<file path="src/rtl/mult_pkg.sv">
// -----------------------------------------------------------------------------
// mult_pkg : shared types/helpers for the shift-add multiplier   (rev 1.0)
// -----------------------------------------------------------------------------
`default_nettype none

package mult_pkg;

  typedef enum logic [1:0] {
    IDLE = 2'd0,
    RUN  = 2'd1,
    DONE = 2'd2
  } state_t;

  // Iteration counter must reach BITS, hence the extra bit.
  function automatic int cnt_width(input int bits);
    return $clog2(bits) + 1;
  endfunction

endpackage

`default_nettype wire

</file>
<file path="src/rtl/RippleCarryAdder.sv">
// -----------------------------------------------------------------------------
// RippleCarryAdder : BITS-wide ripple-carry adder with carry in/out   (rev 1.0)
// -----------------------------------------------------------------------------
`default_nettype none

module RippleCarryAdder #(
  parameter int BITS = 16
) (
  input  logic [BITS-1:0] i_a,
  input  logic [BITS-1:0] i_b,
  input  logic            i_cin,
  output logic [BITS-1:0] o_sum,
  output logic            o_cout
);

  logic [BITS:0] w_c;

  assign w_c[0] = i_cin;

  genvar i;
  for (i = 0; i < BITS; i++) begin : g_bit
    assign o_sum[i]  = i_a[i] ^ i_b[i] ^ w_c[i];
    assign w_c[i+1]  = (i_a[i] & i_b[i]) | (w_c[i] & (i_a[i] ^ i_b[i]));
  end

  assign o_cout = w_c[BITS];

endmodule

`default_nettype wire

</file>
<file path="src/rtl/shift_add_multiplier.sv">
// -----------------------------------------------------------------------------
// shift_add_multiplier : sequential unsigned BITS x BITS shift-add multiplier (rev 1.0)
// -----------------------------------------------------------------------------
`default_nettype none

module shift_add_multiplier
  import mult_pkg::*;
#(
  parameter int BITS = 16
) (
  input  logic              clk_in,
  input  logic              rst_n_in,
  input  logic              start_in,
  input  logic [BITS-1:0]   a_in,
  input  logic [BITS-1:0]   b_in,
  output logic              busy_out,
  output logic              done_out,
  output logic [2*BITS-1:0] product_out
);

  localparam int CW = cnt_width(BITS);

  state_t            r_state;
  state_t            w_next;
  logic [BITS-1:0]   r_mcand;
  logic [BITS-1:0]   r_acc;
  logic [BITS-1:0]   r_q;
  logic [CW-1:0]     r_count;
  logic [BITS-1:0]   w_addend;
  logic [BITS-1:0]   w_sum;
  logic              w_cout;
  logic [2*BITS-1:0] w_shift;
  logic              w_last;

  assign w_addend = r_q[0] ? r_mcand : '0;
  assign w_last   = (r_count == CW'(BITS - 1));
  // {cout, sum, q} >> 1 : the LSB of q has been consumed, carry re-enters at the top.
  assign w_shift  = {w_cout, w_sum, r_q[BITS-1:1]};

  RippleCarryAdder #(.BITS(BITS)) u_adder (
    .i_a    (r_acc),
    .i_b    (w_addend),
    .i_cin  (1'b0),
    .o_sum  (w_sum),
    .o_cout (w_cout)
  );

  always_ff @(posedge clk_in or negedge rst_n_in) begin
    if (!rst_n_in) begin
      r_state <= IDLE;
    end else begin
      r_state <= w_next;
    end
  end

  always_comb begin
    w_next = r_state;
    case (r_state)
      IDLE:    if (start_in) w_next = RUN;
      RUN:     if (w_last)   w_next = DONE;
      DONE:    w_next = IDLE;
      default: w_next = IDLE;
    endcase
  end

  always_ff @(posedge clk_in or negedge rst_n_in) begin
    if (!rst_n_in) begin
      r_mcand     <= '0;
      r_acc       <= '0;
      r_q         <= '0;
      r_count     <= '0;
      product_out <= '0;
    end else begin
      case (r_state)
        IDLE: begin
          if (start_in) begin
            r_mcand     <= a_in;
            r_q         <= b_in;
            r_acc       <= '0;
            r_count     <= '0;
            product_out <= '0;
          end
        end
        RUN: begin
          r_acc   <= w_shift[2*BITS-1:BITS];
          r_q     <= w_shift[BITS-1:0];
          r_count <= r_count + CW'(1);
          if (w_last) product_out <= w_shift;
        end
        default: ;
      endcase
    end
  end

  assign busy_out = (r_state != IDLE);
  assign done_out = (r_state == DONE);

endmodule

`default_nettype wire
</file>
<file path="config.mk">
export PLATFORM = sky130hd
export DESIGN_NAME = shift_add_multiplier
export DESIGN_NICKNAME = d
export VERILOG_FILES = /design/src/rtl/mult_pkg.sv /design/src/rtl/RippleCarryAdder.sv /design/src/rtl/shift_add_multiplier.sv
export SDC_FILE = /design/constraint.sdc
export NUM_CORES = 1
export LEC_CHECK = 0
export BUFFER_PORTS_ARGS = -buffer_cell sky130_fd_sc_hd__buf_2
export CORE_MARGIN = 1.5
export CORE_UTILIZATION = 40
export DETAILED_ROUTE_END_ITERATION = 12
export GPL_ROUTABILITY_DRIVEN = 0
export SKIP_LAST_GASP = 1
export SLEW_MARGIN = 20
export SYNTH_ARGS = -nofsm -noshare
export SYNTH_HDL_FRONTEND = slang
export SYNTH_HIERARCHICAL = 1
export SYNTH_SLANG_ARGS = --single-unit
</file>
<file path="constraint.sdc">
create_clock -name clk_in -period 6.3 [get_ports clk_in]
set_clock_uncertainty 0.15 [all_clocks]
set_input_delay 0.63 -clock clk_in [delete_from_list [all_inputs] [get_ports clk_in]]
set_output_delay 0.63 -clock clk_in [all_outputs]
set_load 0.02 [all_outputs]
</file>
==> Yosys cells after proc, flatten, opt, wreduce, memory -nomap -nowiden <==
Cells that the tools add are included.
{ "classes": {"add_sub_neg": 1, "n_mul": 0, "div_mod_pow": 0, "n_lt_le_gt_ge": 0, "eq_ne": 5, "shift": 0, "muxes": 13, "n_bitwise": 77, "n_reduce_logical": 7} }
{ "op_table": {"columns": ["op", "count"], "rows": [
  ["32-bit 2-to-1 mux", 2],
  ["16-bit one-hot mux with 2 select lines", 2],
  ["32-bit one-hot mux with 2 select lines", 1],
  ["16-bit 2-to-1 mux", 3],
  ["1-bit bitwise AND", 31],
  ["1-bit XOR", 31],
  ["1-bit bitwise OR", 15],
  ["5-bit one-hot mux with 2 select lines", 1],
  ["2-bit AND reduction", 3],
  ["5-bit by 1-bit adder with 5-bit output, second input constant", 1],
  ["5-bit by 4-bit equality test with 1-bit output, second input constant", 1],
  ["5-bit 2-to-1 mux", 1],
  ["2-bit 2-to-1 mux", 2],
  ["2-bit != test, second input constant", 2],
  ["2-bit one-hot mux with 2 select lines", 1],
  ["2-bit nonzero test", 2],
  ["3-bit AND reduction", 1],
  ["2-bit by 1-bit equality test with 1-bit output, second input constant", 1],
  ["2-bit equality test, second input constant", 1],
  ["2-bit zero test", 1]
]} }
{ "word_totals": {"register_bits": 87, "latchBits": 0, "ramBits": 0, "romBits": 0, "in_bits": 35, "output_inout_bits": 34, "wordCells": 109, "mem_count": 0} }

==> Longest topological paths before layout <==
{ "logic_depth": {"depth_word": 34, "ltp_mapped": 24} }

==> Cells and area by module <==
Netlist, hierarchy kept.
{ "modules_own_cells": {"columns": ["module", "n_inst", "cells_each", "area_per_inst_um2", "seq_area_each_um2"], "rows": [
  ["shift_add_multiplier", 1, 316, 3699.8, 2177.1],
  ["RippleCarryAdder", 1, 26, 357.8, 0.0]
]} }

==> Worst setup path after synthesis <==
OpenSTA, ideal clock, no wires.
{ "synth_timing": {"path_type": "register to register", "from": "register r_q[0]", "to": "register r_acc[14]", "setup_ps": 76, "arrival_time_ps": 6729, "slack_ps": -655, "stages_incl_launch_ff": 24, "period_less_slack_ps": 6955, "cell_sequence": "dfrtp_1 > and2_1 > fa_1 > inv_1 > fa_1 > inv_1 > fa_1 > fa_1 > fa_1 > fa_1 > fa_1 > fa_1 > fa_1 > fa_1 > fa_1 > fa_1 > fa_1 > fa_1 > fa_1 > inv_1 > fa_1 > inv_1 > nand2_1 > o21ai_1"} }
{ "synth_via": {"elab_chain_cells": 32} }
{ "synth_lines": {"columns": ["item", "line_no", "text"], "rows": [
  ["start, declared", "shift_add_multiplier.sv:27", "logic [BITS-1:0] r_q;"],
  ["start signal, assigned", "shift_add_multiplier.sv:78", "r_q <= b_in;"],
  ["start signal, assigned", "shift_add_multiplier.sv:86", "r_q <= w_shift[BITS-1:0];"],
  ["16-bit 2-to-1 mux", "shift_add_multiplier.sv:35", "assign w_addend = r_q[0] ? r_mcand : '0;"],
  ["via w_addend[0]", "shift_add_multiplier.sv:29", "logic [BITS-1:0] w_addend;"],
  ["1-bit bitwise AND (2 in a row)", "RippleCarryAdder.sv:23", "assign w_c[i+1] = (i_a[i] & i_b[i]) | (w_c[i] & (i_a[i] ^ i_b[i]));"],
  ["1-bit bitwise OR", "RippleCarryAdder.sv:23", null],
  ["1-bit bitwise AND", "RippleCarryAdder.sv:23", null],
  ["1-bit bitwise OR", "RippleCarryAdder.sv:23", null],
  ["1-bit bitwise AND", "RippleCarryAdder.sv:23", null],
  ["1-bit bitwise OR", "RippleCarryAdder.sv:23", null],
  ["[17 not listed]", null, null],
  ["1-bit bitwise OR", "RippleCarryAdder.sv:23", null],
  ["1-bit bitwise AND", "RippleCarryAdder.sv:23", null],
  ["1-bit bitwise OR", "RippleCarryAdder.sv:23", null],
  ["1-bit bitwise AND", "RippleCarryAdder.sv:23", null],
  ["1-bit bitwise OR", "RippleCarryAdder.sv:23", null],
  ["1-bit XOR", "RippleCarryAdder.sv:22", "assign o_sum[i] = i_a[i] ^ i_b[i] ^ w_c[i];"],
  ["via w_sum[15]", "shift_add_multiplier.sv:30", "logic [BITS-1:0] w_sum;"],
  ["16-bit one-hot mux with 2 select lines", "shift_add_multiplier.sv:74", "case (r_state)"],
  ["end signal, assigned", "shift_add_multiplier.sv:85", "r_acc <= w_shift[2*BITS-1:BITS];"],
  ["end, declared", "shift_add_multiplier.sv:26", "logic [BITS-1:0] r_acc;"]
]} }
The timed path passes the listed nets, and every way through them passes these cells.
A chain may end at the register's enable or synchronous reset.

==> Final worst setup path <==
{ "layout_timing": {"from": "register r_mcand[0]", "to": "register product_out[30]"} }
{ "layout_via": {"elab_chain_cells": 33} }
{ "layout_lines": {"columns": ["item", "line_no", "text"], "rows": [
  ["start, declared", "shift_add_multiplier.sv:25", "logic [BITS-1:0] r_mcand;"],
  ["start signal, assigned", "shift_add_multiplier.sv:77", "r_mcand <= a_in;"],
  ["16-bit 2-to-1 mux", "shift_add_multiplier.sv:35", null],
  ["via w_addend[0]", "shift_add_multiplier.sv:29", null],
  ["1-bit bitwise AND (2 in a row)", "RippleCarryAdder.sv:23", null],
  ["1-bit bitwise OR", "RippleCarryAdder.sv:23", null],
  ["1-bit bitwise AND", "RippleCarryAdder.sv:23", null],
  ["1-bit bitwise OR", "RippleCarryAdder.sv:23", null],
  ["1-bit bitwise AND", "RippleCarryAdder.sv:23", null],
  ["1-bit bitwise OR", "RippleCarryAdder.sv:23", null],
  ["[18 not listed]", null, null],
  ["1-bit bitwise AND", "RippleCarryAdder.sv:23", null],
  ["1-bit bitwise OR", "RippleCarryAdder.sv:23", null],
  ["1-bit bitwise AND", "RippleCarryAdder.sv:23", null],
  ["1-bit bitwise OR", "RippleCarryAdder.sv:23", null],
  ["1-bit XOR", "RippleCarryAdder.sv:22", null],
  ["via w_sum[15]", "shift_add_multiplier.sv:30", null],
  ["32-bit 2-to-1 mux", "shift_add_multiplier.sv:88", "if (w_last) product_out <= w_shift;"],
  ["32-bit one-hot mux with 2 select lines", "shift_add_multiplier.sv:74", null],
  ["end signal, assigned", "shift_add_multiplier.sv:88", null],
  ["end, declared", "shift_add_multiplier.sv:18", "output logic [2*BITS-1:0] product_out"]
]} }
The timed path passes the listed nets, and every way through them passes these cells. The select of a mux whose other input is x is not followed.

==> key figures <==
Outcome
  – Run status: finished, violations left
  – Failing checks: setup timing

Detailed routing
  – Detailed Route WL: roughly 8.4 mm
  – Violation count after the first detailed-route iteration: approximately 100
  – Detail Route Antenna Nets: 0
  – Residual DRC count: 0
  – Routed vias/inst: 5.069
  – Vias: about 2.7k
  – Wire length per cell: between 15 and 20 um
  – Drt first pass iters: 4

GRT
  – Total grt overflow: 0
  – First-pass GRT wire length: ~14 mm
  – Largest net degree at the start of global routing: 88
  – Initial antenna violation count: 0
  – Gr usage total: 0.1670
  – Vias in the first global route: roughly 2.8k

Floorplan
  – Die Ht: ~100 um
  – CORE AREA: 0.009819 mm^2
  – Die Wd: around 100 um
  – Total die area: approximately 0.011 mm^2
  – Row cnt: 36
  – I/O pin total: 69
  – Starting Density: 0.4132

STA
  – Final setup TNS: -1.017 ns
  – Period utilization: 1.052
  – Final Max Slew Viols: 0
  – Max-Slew Margin vs Limit: 0.3088
  – Hold Fails Final Rpt: 0
  – # setup viols final: 4
  – Final Critical Period: between 6 and 7 ns
  – Worst-margin pin slew: just over 1 ns
  – Fmax: around 0.15 GHz
  – RSZ-0062 raised after global routing: yes
  – Final WS setup: -0.3251 ns

Setup path
  – Reg2Reg Setup Slack: -0.33 ns
  – CP Buf/Inv Count: 4
  – Crit path DAT: about 6.8 ns
  – Worst R2R Start: r_mcand[0]
  – Largest stage delay on the critical path: between 0.4 and 0.5 ns
  – R2R depth: 22
  – Crit-path slowest cell: fa_1
  – Max FO, Critical Path: 2
  – Crit path max-delay family: adder cells
  – Reg2reg end: product_out[30]
  – Most numerous cell on the critical path: fa_2
  – Startpoint types: flip-flop
  – Worst path cell trace: and2_4, fa_2, inv_2, fa_2, inv_2, fa_2, fa_2, fa_2, fa_2, fa_2, fa_2, fa_2, fa_2, fa_2, fa_2, fa_2, fa_2, fa_2, inv_2, fa_1, inv_2, a22o_1
  – Crit path depth: 22
  – WS Path Type: reg2reg
  – Required @ worst endpoint: between 6 and 7 ns
  – Crit end category: flip-flop

Job
  – Maxcap violations: 0

Clock tree
  – Worst-Skew Late Latency: 0.35 ns
  – # clock sinks: between 80 and 90
  – Root Driver: clkbuf_8
  – CTS Buf Count: 9
  – Max H-tree Level: 3
  – Clk buf depth: 2
  – Number of buffers inserted by hold repair at cts: 0
  – CTS clk-pin slew, worst paths: ~0.09 ns
  – CTS tree: built

Placement
  – Final HPWL DP: between 5 and 6 mm
  – Placed Instance Area: between 0.004 and 0.005 mm^2
  – Dpl ws: -0.2813 ns
  – IO Port Bufs: 68

Pwr
  – Worst VDD drop: approximately 0.23 mV
  – Leak pwr: around 2.2 nW
  – PD cells: between 500 and 600 mW/mm^2
  – Total power: 0.002363 W

Final layout
  – Register area: between 0.002 and 0.0025 mm^2
  – Area growth syn-to-layout: 15.29%
  – Layout cells sized above 1: 0.3037
  – Final-layout fill cell count: between 900 and 1k
  – Design area: approximately 0.0047 mm^2
  – Final #Nets: roughly 450
  – Area taken by multi-input logic gates: 0.001707 mm^2
  – N_diodes: 0

Yosys
  – Syn nets: 395
  – Post-synthesis register bit count: 87
  – Cell Area, Synth: 0.004058 mm^2
  – EDFF count, synth: 0
  – Mapped Avg Cell Area: approximately 12 um^2
  – Post-synth top area share: 0.5365
  – Sequential fraction of the synthesis area: 0.5365
  – Post-synthesis cell count: 342
  – Synth top area cells: dfrtp_1 (54%), fa_1 (7.9%), a22o_1 (7.1%)
  – Synth cell types: 28
  – Ys Warns: 6
  – Ys flop type: dfrtp_1
  – Async SR Flop Fraction: 1.000
  – Cell type with the largest total area after synthesis: dfrtp_1

Worst hold path
  – Worst Hold Class: in2async
## synthesized netlist by cell type (2+ instances only)
library cell and n:
a21oi_1 9, buf_6 9, o21ai_1 21, ha_1 2
nand2_1 45, nand2b_1 2, and2_1 18, mux2_1 5
o21bai_1 2, a22o_1 33, buf_2 5, mux2_4 11
fa_1 16, inv_1 12, clkbuf_1 12, a22oi_1 16
o21ai_0 13, nor2b_1 13, dfrtp_1 87, o22ai_1 2
nand3_1 2
## worst max path at each step
stage                    start               to  slack (ns)
global placement    r_mcand[0]        r_acc[14]       -0.21
detailed placement  r_mcand[0]  product_out[30]       -0.28
CTS                 r_mcand[0]  product_out[30]       -0.34
finish              r_mcand[0]  product_out[30]       -0.33
global route        r_mcand[0]  product_out[30]       -0.55
floorplan               r_q[0]        r_acc[14]       -0.13
## cells in the final DEF (no fill, tap or decap), types with 2 or more instances in the layout
cell type	count
a22oi_1	16
a21oi_1	9
fa_2	15
nand3_1	2
nand2_1	45
mux2_1	5
a22o_1	33
nand2b_1	2
inv_2	4
buf_2	67
nor2b_1	12
o21ai_1	21
dfrtp_1	87
o22ai_1	2
o21bai_1	2
clkbuf_8	10
and2_1	17
inv_1	8
ha_1	2
clkinvlp_4	3
buf_4	5
o21ai_0	13
mux2_4	11
## per-layer routing
metal	wire, um	GRT usage	vias to the layer above
met1	4272	0.2559	1342
met5	0	0	-
met2	3653	0.2386	79
li1	-	-	1294
met4	116	0.06052	0
met3	372	0.02643	12
## stage by stage
| step | cells | hold WS (ns) | utilization |
|---|---|---|---|
| after detailed placement | 521 | 0.3275 | 0.4550 |
| after CTS | 537 | 0.3344 | 0.4753 |
| final | 538 | 0.1814 | 0.4764 |
| after global routing | 538 | 0.2224 | 0.4764 |
| after floorplan | 342 | 0.1844 | - |
| after global placement | 521 | 0.3188 | 0.4550 |
## sequential cells by signal, indices dropped and copies added (netlist names)
| register | count |
|---|---|
| r_acc | 16 |
| product_out | 32 |
| r_count | 5 |
| r_q | 16 |
| r_mcand | 16 |
| r_state | 2 |
## worst register-to-register path, delay by kind of cell, from the launching register on
kind | cells | cell delay, ns
compound gates | 1 | 0.14
flops | 1 | 0.39
buf+inv | 4 | 0.23
fa+ha+maj | 16 | 5.53
simple gates | 1 | 0.16
## kinds of logic after synthesis
family	after synthesis	synth area share
multiplexers	17	0.05705
adder cells (fa/ha/maj)	18	0.08511
other	1	0.0009242
AO/OA/AOI/OAI	98	0.1656
flip-flops	87	0.5365
AND/OR/NAND/NOR	83	0.1015
buffers and inverters	38	0.05334
## layout make-up
class	instances	area share
sequential	87	0.4654
multi-input combinational	217	0.3648
timing repair buffer	73	0.08211
tap	133	0.03557
clock buffer	11	0.03022
clock inverter	5	0.01230
inverter	12	0.009628
## report_power, final
part | total, W | leakage [nW] | internal [W] | switching [W]
Combinational | 0.000971 | 1.03 | 0.000459 | 0.000512
Clock | 0.000394 | 0.0916 | 0.000194 | 0.000200
Sequential | 0.000998 | 1.11 | 0.000807 | 0.000191
## what timing repair did
item,in CTS,in global routing
setup buffers,0,1
resized for setup,1,1
endpoints found under the setup margin,4,6
Power figures use the tool's default switching activity.
